## src/rtl/alu_operand_loader.sv

```systemverilog
// alu_operand_loader: debounced single-button operand loader for the lab ALU.
// A push button walks a 4-state FSM that captures operand A, operand B, then
// the operation selector and carry-in from the board switches. The ALU inputs
// are presented as stable registered values.
//
// Ports:
//   clk       in   1  rising-edge clock
//   rst       in   1  asynchronous active-high reset
//   btn_n     in   1  raw push button, active-low
//   sw        in   N  raw operand switches
//   op_sw     in   4  raw operation switches (forwarded unmodified)
//   cin_sw    in   1  raw carry-in switch
//   a         out  N  registered operand A
//   b         out  N  registered operand B
//   selector  out  4  registered operation code
//   Cin       out  1  registered carry-in
//   valid     out  1  high while a complete operand set is being executed
//   step      out  2  current FSM state, for LEDs
module alu_operand_loader #(
    parameter int unsigned N          = 4,
    parameter int unsigned DEB_CYCLES = 4
) (
    input  logic         clk,
    input  logic         rst,
    input  logic         btn_n,
    input  logic [N-1:0] sw,
    input  logic [3:0]   op_sw,
    input  logic         cin_sw,
    output logic [N-1:0] a,
    output logic [N-1:0] b,
    output logic [3:0]   selector,
    output logic         Cin,
    output logic         valid,
    output logic [1:0]   step
);

    localparam int unsigned CW = $clog2(DEB_CYCLES) + 1;
    localparam logic [CW-1:0] CNT_LAST = CW'(DEB_CYCLES - 1);
    localparam logic [3:0]    SEL_RESET = 4'b1111;

    typedef enum logic [1:0] {
        S_A   = 2'b00,
        S_B   = 2'b01,
        S_OP  = 2'b10,
        S_RUN = 2'b11
    } state_t;

    // Button synchronizer and debouncer state
    logic          sync1_q, sync2_q;
    logic          deb_level_q, deb_level_d;
    logic [CW-1:0] cnt_q, cnt_d;
    logic          deb_prev_q;

    // Arming: after reset the button must be seen released before a press counts
    logic [1:0]    sync_ok_q;
    logic [CW-1:0] rel_cnt_q, rel_cnt_d;
    logic          armed_q, armed_d;

    logic          press;

    // FSM and captured operand registers
    state_t        state_q, state_d;
    logic [N-1:0]  a_q, a_d;
    logic [N-1:0]  b_q, b_d;
    logic [3:0]    sel_q, sel_d;
    logic          cin_q, cin_d;
    logic          valid_q, valid_d;

    // Debounce: a new level must persist for DEB_CYCLES synchronized cycles
    always_comb begin
        deb_level_d = deb_level_q;
        cnt_d       = cnt_q;
        if (sync2_q == deb_level_q) begin
            cnt_d = '0;
        end else if (cnt_q == CNT_LAST) begin
            deb_level_d = sync2_q;
            cnt_d       = '0;
        end else begin
            cnt_d = cnt_q + CW'(1);
        end
    end

    // Arm once DEB_CYCLES real (post-reset) released samples are observed.
    // sync_ok_q[1] marks that sync2 no longer holds its reset value.
    always_comb begin
        rel_cnt_d = rel_cnt_q;
        armed_d   = armed_q;
        if (!armed_q) begin
            if (sync_ok_q[1] && sync2_q) begin
                if (rel_cnt_q == CNT_LAST) begin
                    armed_d   = 1'b1;
                    rel_cnt_d = '0;
                end else begin
                    rel_cnt_d = rel_cnt_q + CW'(1);
                end
            end else begin
                rel_cnt_d = '0;
            end
        end
    end

    // One-cycle pulse on an accepted debounced falling edge
    assign press = deb_prev_q & ~deb_level_q & armed_q;

    // Capture FSM next state and next register values
    always_comb begin
        state_d = state_q;
        a_d     = a_q;
        b_d     = b_q;
        sel_d   = sel_q;
        cin_d   = cin_q;
        valid_d = valid_q;
        if (press) begin
            unique case (state_q)
                S_A: begin
                    a_d     = sw;
                    state_d = S_B;
                end
                S_B: begin
                    b_d     = sw;
                    state_d = S_OP;
                end
                S_OP: begin
                    sel_d   = op_sw;
                    cin_d   = cin_sw;
                    valid_d = 1'b1;
                    state_d = S_RUN;
                end
                S_RUN: begin
                    valid_d = 1'b0;
                    state_d = S_A;
                end
                default: state_d = S_A;
            endcase
        end
    end

    // All state registers
    always_ff @(posedge clk or posedge rst) begin
        if (rst) begin
            sync1_q     <= 1'b1;
            sync2_q     <= 1'b1;
            deb_level_q <= 1'b1;
            cnt_q       <= '0;
            deb_prev_q  <= 1'b1;
            sync_ok_q   <= '0;
            rel_cnt_q   <= '0;
            armed_q     <= 1'b0;
            state_q     <= S_A;
            a_q         <= '0;
            b_q         <= '0;
            sel_q       <= SEL_RESET;
            cin_q       <= 1'b0;
            valid_q     <= 1'b0;
        end else begin
            sync1_q     <= btn_n;
            sync2_q     <= sync1_q;
            deb_level_q <= deb_level_d;
            cnt_q       <= cnt_d;
            deb_prev_q  <= deb_level_q;
            sync_ok_q   <= {sync_ok_q[0], 1'b1};
            rel_cnt_q   <= rel_cnt_d;
            armed_q     <= armed_d;
            state_q     <= state_d;
            a_q         <= a_d;
            b_q         <= b_d;
            sel_q       <= sel_d;
            cin_q       <= cin_d;
            valid_q     <= valid_d;
        end
    end

    assign a        = a_q;
    assign b        = b_q;
    assign selector = sel_q;
    assign Cin      = cin_q;
    assign valid    = valid_q;
    assign step     = state_q;

endmodule

```

## config.mk

```make
export PLATFORM = sky130hd
export DESIGN_NAME = alu_operand_loader
export DESIGN_NICKNAME = d
export VERILOG_FILES = /design/src/rtl/alu_operand_loader.sv
export SDC_FILE = /design/constraint.sdc
export NUM_CORES = 1
export LEC_CHECK = 0
export CAP_MARGIN = 20
export CORE_UTILIZATION = 43
export DETAILED_ROUTE_END_ITERATION = 8
export GPL_ROUTABILITY_DRIVEN = 1
export PLACE_DENSITY = 0.73
export SYNTH_ARGS = -nofsm -noshare
export SYNTH_HDL_FRONTEND = slang
export SYNTH_SLANG_ARGS = --single-unit
```

## constraint.sdc

```tcl
create_clock -name clk -period 1.35 [get_ports clk]
set_input_delay 0.27 -clock clk [delete_from_list [all_inputs] [get_ports clk]]
set_output_delay 0.27 -clock clk [all_outputs]
set_load 0.05 [all_outputs]
```

* After elaboration in Yosys (flattened, before gate mapping) *
Index checks and enable logic that the tools add are counted.

cells by class
  div/mod/pow operators = 0
  reductions and logical operators = 8
  add/sub/neg operators = 2
  muxes and demuxes = 9
  equal/unequal tests = 6
  order comparisons = 0
  multiply operators = 0
  shift-type cells = 0
  bitwise operators = 4

operators by type and width
  operator                                                                count
  3-bit 2-to-1 mux                                                        4
  2-bit AND reduction                                                     5
  2-bit one-hot mux with 4 select lines                                   1
  3-bit by 1-bit adder with 3-bit output (second input constant)          2
  3-bit by 2-bit equality test with 1-bit output (second input constant)  2
  2-bit equality test (second input constant)                             2
  1-bit 2-to-1 mux                                                        3
  1-bit AND                                                               2
  2-bit by 1-bit equality test with 1-bit output (second input constant)  1
  2-bit logical NOT                                                       1
  1-bit inverter                                                          2
  1-bit one-hot mux with 2 select lines                                   1
  2-bit nonzero test                                                      1
  1-bit equality test                                                     1
  1-bit logical AND                                                       1

word-level totals
  logic and storage cells = 43
  memory bits (writable) = 0
  latch bits = 0
  memories = 0
  bits in registers = 29
  ROM bits = 0

* Depth between registers and ports, before layout *
Gate-level depths: netlist (run 1).

  depth after elaboration = 4
  depth in mapped cells = 4
  mapped depth without buffers = 4

* Least setup slack after synthesis (run 1) *
Ideal clock, no wire load.

  path type = register to register
  start = register state_q[0], in the netlist step[0]
  end = register cin_q, in the netlist Cin
  period minus slack after synthesis = 1.663 ns
  arrival time = 1.539 ns
  setup slack = -0.313 ns
  library setup time = 0.125 ns
  path buffers = 0
  cell stages (with the launch flop) = 5
  cell sequence = dfrtp_1 > inv_1 > ha_1 > nand4b_2 > mux2_2

between the ends
  longest elaborated chain between the ends = 2

RTL lines
  item                                  RTL line  text
  from (decl)                           62        state_t state_q, state_d;
  from (signal assigned)                164       state_q <= state_d;
  2-bit equality test                   114       unique case (state_q)
  2-bit AND reduction (no source line)  -
  to (signal assigned)                  168       cin_q <= cin_d;
  to (decl)                             66        logic cin_q, cin_d;

Every way passes these cells.
A chain may end at the register's enable or synchronous reset.

* Final worst setup path (run 1) *
  start = register state_q[1], in the netlist step[1]
  end = register a_q[2], in the netlist a[2]

between the ends
  longest elaborated chain between the ends = 2

RTL lines
  item                                  RTL line  text
  2-bit logical NOT                     114
  2-bit AND reduction (no source line)  -
  to (signal assigned)                  150       a_q <= '0;
  to (signal assigned)                  165       a_q <= a_d;
  to (decl)                             63        logic [N-1:0] a_q, a_d;

Every way passes these cells.

==> results.py, run 1 <==
metrics = {
    "outcome": {
        "status": "finished with violations",
        "violations": "negative setup slack",
    },
    "finish": {
        "drive_above_1_share": 0.5280,
        "area_growth_syn_to_layout_pct": 59.47,
        "insertedDiodeCount": 0,
        "fin_util": 0.7448,
        "layout.nets": 143,
        "finished_cell_area_mm2": 0.001896,
    },
    "cts": {
        "clock_insertion_delay_worst_skew_ns": 0.33,
        "holdBufCountCts": 0,
        "numCtsBuffers": 5,
        "cts_sinks": 29,
        "path_clk_slew_ns": 0.09,
        "cts_buffer_depth": 2,
        "cts_tree": "yes",
        "clock_root_buffer": "clkbuf_4",
        "htreeDepth": 2,
    },
    "routing": {
        "drt_pre_antenna_iters": 3,
        "final_routed_wire_length_divided_by_cell_count_um": 14.17,
        "vias": 759,
        "detail_route.drc_violations": 0,
        "postRouteWirelength_um": 2197,
        "drtIter0Drc": 4,
        "viasPerCell": 4.897,
        "final_antenna_net_count": 0,
    },
    "logic_synthesis": {
        "synth-main-ff-cell": "dfrtp_1",
        "synthesis.instances": 81,
        "syn-num-nets": 100,
        "syn_area_mm2": 0.001189,
        "synthDistinctLibCells": 24,
        "most_frequent_cell_after_synthesis": "dfrtp_1",
        "seq_cells_post_synth": 29,
        "ys_seq_area_frac": 0.6189,
        "mapped_avg_cell_area_um2": 14.67,
        "synth_enable_flop_cells": 0,
        "yosys_top_cell_area_share": 0.4421,
        "synth_largest_area_cell": "dfrtp_1",
        "synth.yosys.warnings": 0,
        "yosys-top-cells-area": "dfrtp_1 (44%), dfstp_2 (18%), mux2_2 (14%)",
        "ys_async_sr_fraction": 1.000,
        "post_synth_most_frequent_cells": "dfrtp_1 (21), mux2_2 (15), dfstp_2 (8)",
    },
    "critical_path": {
        "worst_ep_required_time_ns": 1.57,
        "worstSetupPathType": "reg2reg",
        "path_max_fanout": 4,
        "timing.critical_path.to_type": "flop",
        "critical_path.startpoint_type": "flop",
        "cp_data_arrival_time_ns": 1.61,
    },
    "timing": {
        "setup_tns_ns": -0.1540,
        "final_max_slew_viol_count": 0,
        "setup_ws_post_layout_ns": -0.04301,
        "final.min_clock_period_ns": 1.393,
        "part_of_the_cycle_the_worst_path_needs": 1.032,
        "timing_hold_violations_final": 0,
        "unrepaired_setup_endpoints_after_global_routing": "yes",
        "maximum_clock_skew_at_final_layout_ns": 0.007031,
        "setup_viol": 6,
        "fmax_mhz": 717.9,
    },
    "pwr": {
        "power.static_leakage_nw": 0.8787,
        "total_power_mw": 4.125,
        "p_per_area_mw_per_mm2": 2176,
        "ir_drop_v": 0.001651,
    },
    "placed_design": {
        "gpl.final_weighted_congestion": 0.6805,
        "dp.final_hpwl_um": 1474,
        "buffer_ports.inserted": 27,
        "post_dp_cell_area_mm2": 0.001699,
    },
    "flow_run": {
        "timing.max_cap.violations": 0,
    },
    "floorplanning": {
        "fp.dieW_um": 54.58,
        "die_area_mm2": 0.002978,
        "die_height_um": 54.58,
        "rows": 18,
        "floorplan.initialDensity": 0.4671,
        "io-pin-count": 28,
        "coreArea_mm2": 0.002545,
    },
    "global_routing": {
        "grt_max_degree": 30,
        "grt_pass1_wl_um": 3387,
        "antenna_found_initial": 0,
        "grt.total_usage": 0.1783,
        "globalRoute.totalOverflow": 0,
        "vias_in_the_first_global_route": 768,
    },
    "min_path": {
        "holdCritPathClass": "in2async",
    },
}
final timing paths:
check	startpoint	end	slack, ns	cells past startpoint
worst max-delay path	step[1]	a[2]	-0.04	5
worst min-delay path	rst	sync_ok_q[0]	0.27	3
worst max register to register	step[1]	a[2]	-0.04	5
worst min register to register	sync1_q	sync2_q	0.36	0
max in group asynchronous	rst	deb_level_q	0.84	3
min in group clk	btn_n	sync1_q	0.34	1
worst max-delay path: stages (launching register included):
cell and delay (ns):
dfrtp_2 0.45, inv_4 0.10, ha_4 0.14, nand4b_1 0.14, buf_6 0.17, mux2_4 0.29
where the power goes:
part           switching (mW)  internal (mW)
clock network           0.286          0.442
logic                   0.908           1.08
registers               0.274           1.14
kinds of logic (layout without fill, tap and decap cells):
logic type | Yosys count | after routing | share of synthesized area
flip-flops | 29 | 29 | 0.6189
multiplexers | 16 | 16 | 0.1505
AND/OR/NAND/NOR | 15 | 15 | 0.08631
adder cells (fa/ha/maj) | 7 | 7 | 0.07368
buffers and inverters | 7 | 51 | 0.02526
AO/OA/AOI/OAI | 5 | 5 | 0.03475
other | 1 | 1 | 0.003155
XOR/XNOR | 1 | 1 | 0.007370
final cells by class:
type / count / area (µm²)
sequential: 29 / 738.2
fill: 163 / 649.4
timing repair buffer: 37 / 529.3
multi-input combinational: 45 / 478.0
clock buffer: 7 / 55.05
tap: 30 / 37.54
clock inverter: 1 / 30.03
inverter: 6 / 27.53
cells in the final DEF, fill, tap and decap left out, types with 2 or more instances in the layout:
| cell type | synthesis | layout |
|---|---|---|
| buf_12 | 0 | 17 |
| buf_4 | 1 | 6 |
| buf_6 | 0 | 3 |
| clkbuf_4 | 0 | 5 |
| clkdlybuf4s50_1 | 0 | 11 |
| dfrtp_1 | 21 | 19 |
| dfrtp_2 | 0 | 2 |
| dfstp_2 | 8 | 8 |
| ha_1 | 7 | 4 |
| ha_4 | 0 | 2 |
| inv_1 | 6 | 4 |
| inv_4 | 0 | 2 |
| mux2_2 | 15 | 10 |
| mux2_4 | 0 | 5 |
| nand2_1 | 3 | 3 |
| nand4b_1 | 2 | 2 |
| nor2b_1 | 2 | 2 |
| nor3b_1 | 2 | 2 |
metrics by stage:
step           setup WS (ns)  hold slack, ns  cells
2_1_floorplan       -0.08311          0.2745     81
3_3_place_gp         0.01324          0.3336    140
3_5_place_dp        -0.02618          0.3469    140
4_1_cts             -0.01697          0.2676    153
5_1_grt             -0.08095          0.2777    155
6_report            -0.04301          0.2739    155
layer usage:
layer,part of all wire,GRT usage,vias to the layer above,wire [µm]
met2,0.51,0.2785,24,1115
met5,0,0,-,0
met4,0.027,0.1410,0,59
met1,0.42,0.2022,360,920
li1,-,-,368,-
met3,0.046,0.05278,7,101
state kept, by name, summed over array words and instances, names as in the netlist, 2 cells and up:
name / flops
selector: 4
cnt_q: 3
rel_cnt_q: 3
b: 4
sync_ok_q: 2
a: 4
step: 2
timing repair:
item                       4_1_cts  5_1_grt
gates resized for setup         10        4
setup endpoints to repair        9       12
hold endpoints to repair         0        0
pin swaps                        1        1
setup buffers                    5        2
No activity file was read; power rests on OpenSTA's default activity.
==> run 2, diff against run 1 <==
CTS_CLUSTER_SIZE = 10   (was unset)
==> results of run 2 <==
The final DEF is identical to that of run 1; final timing and power are the same.
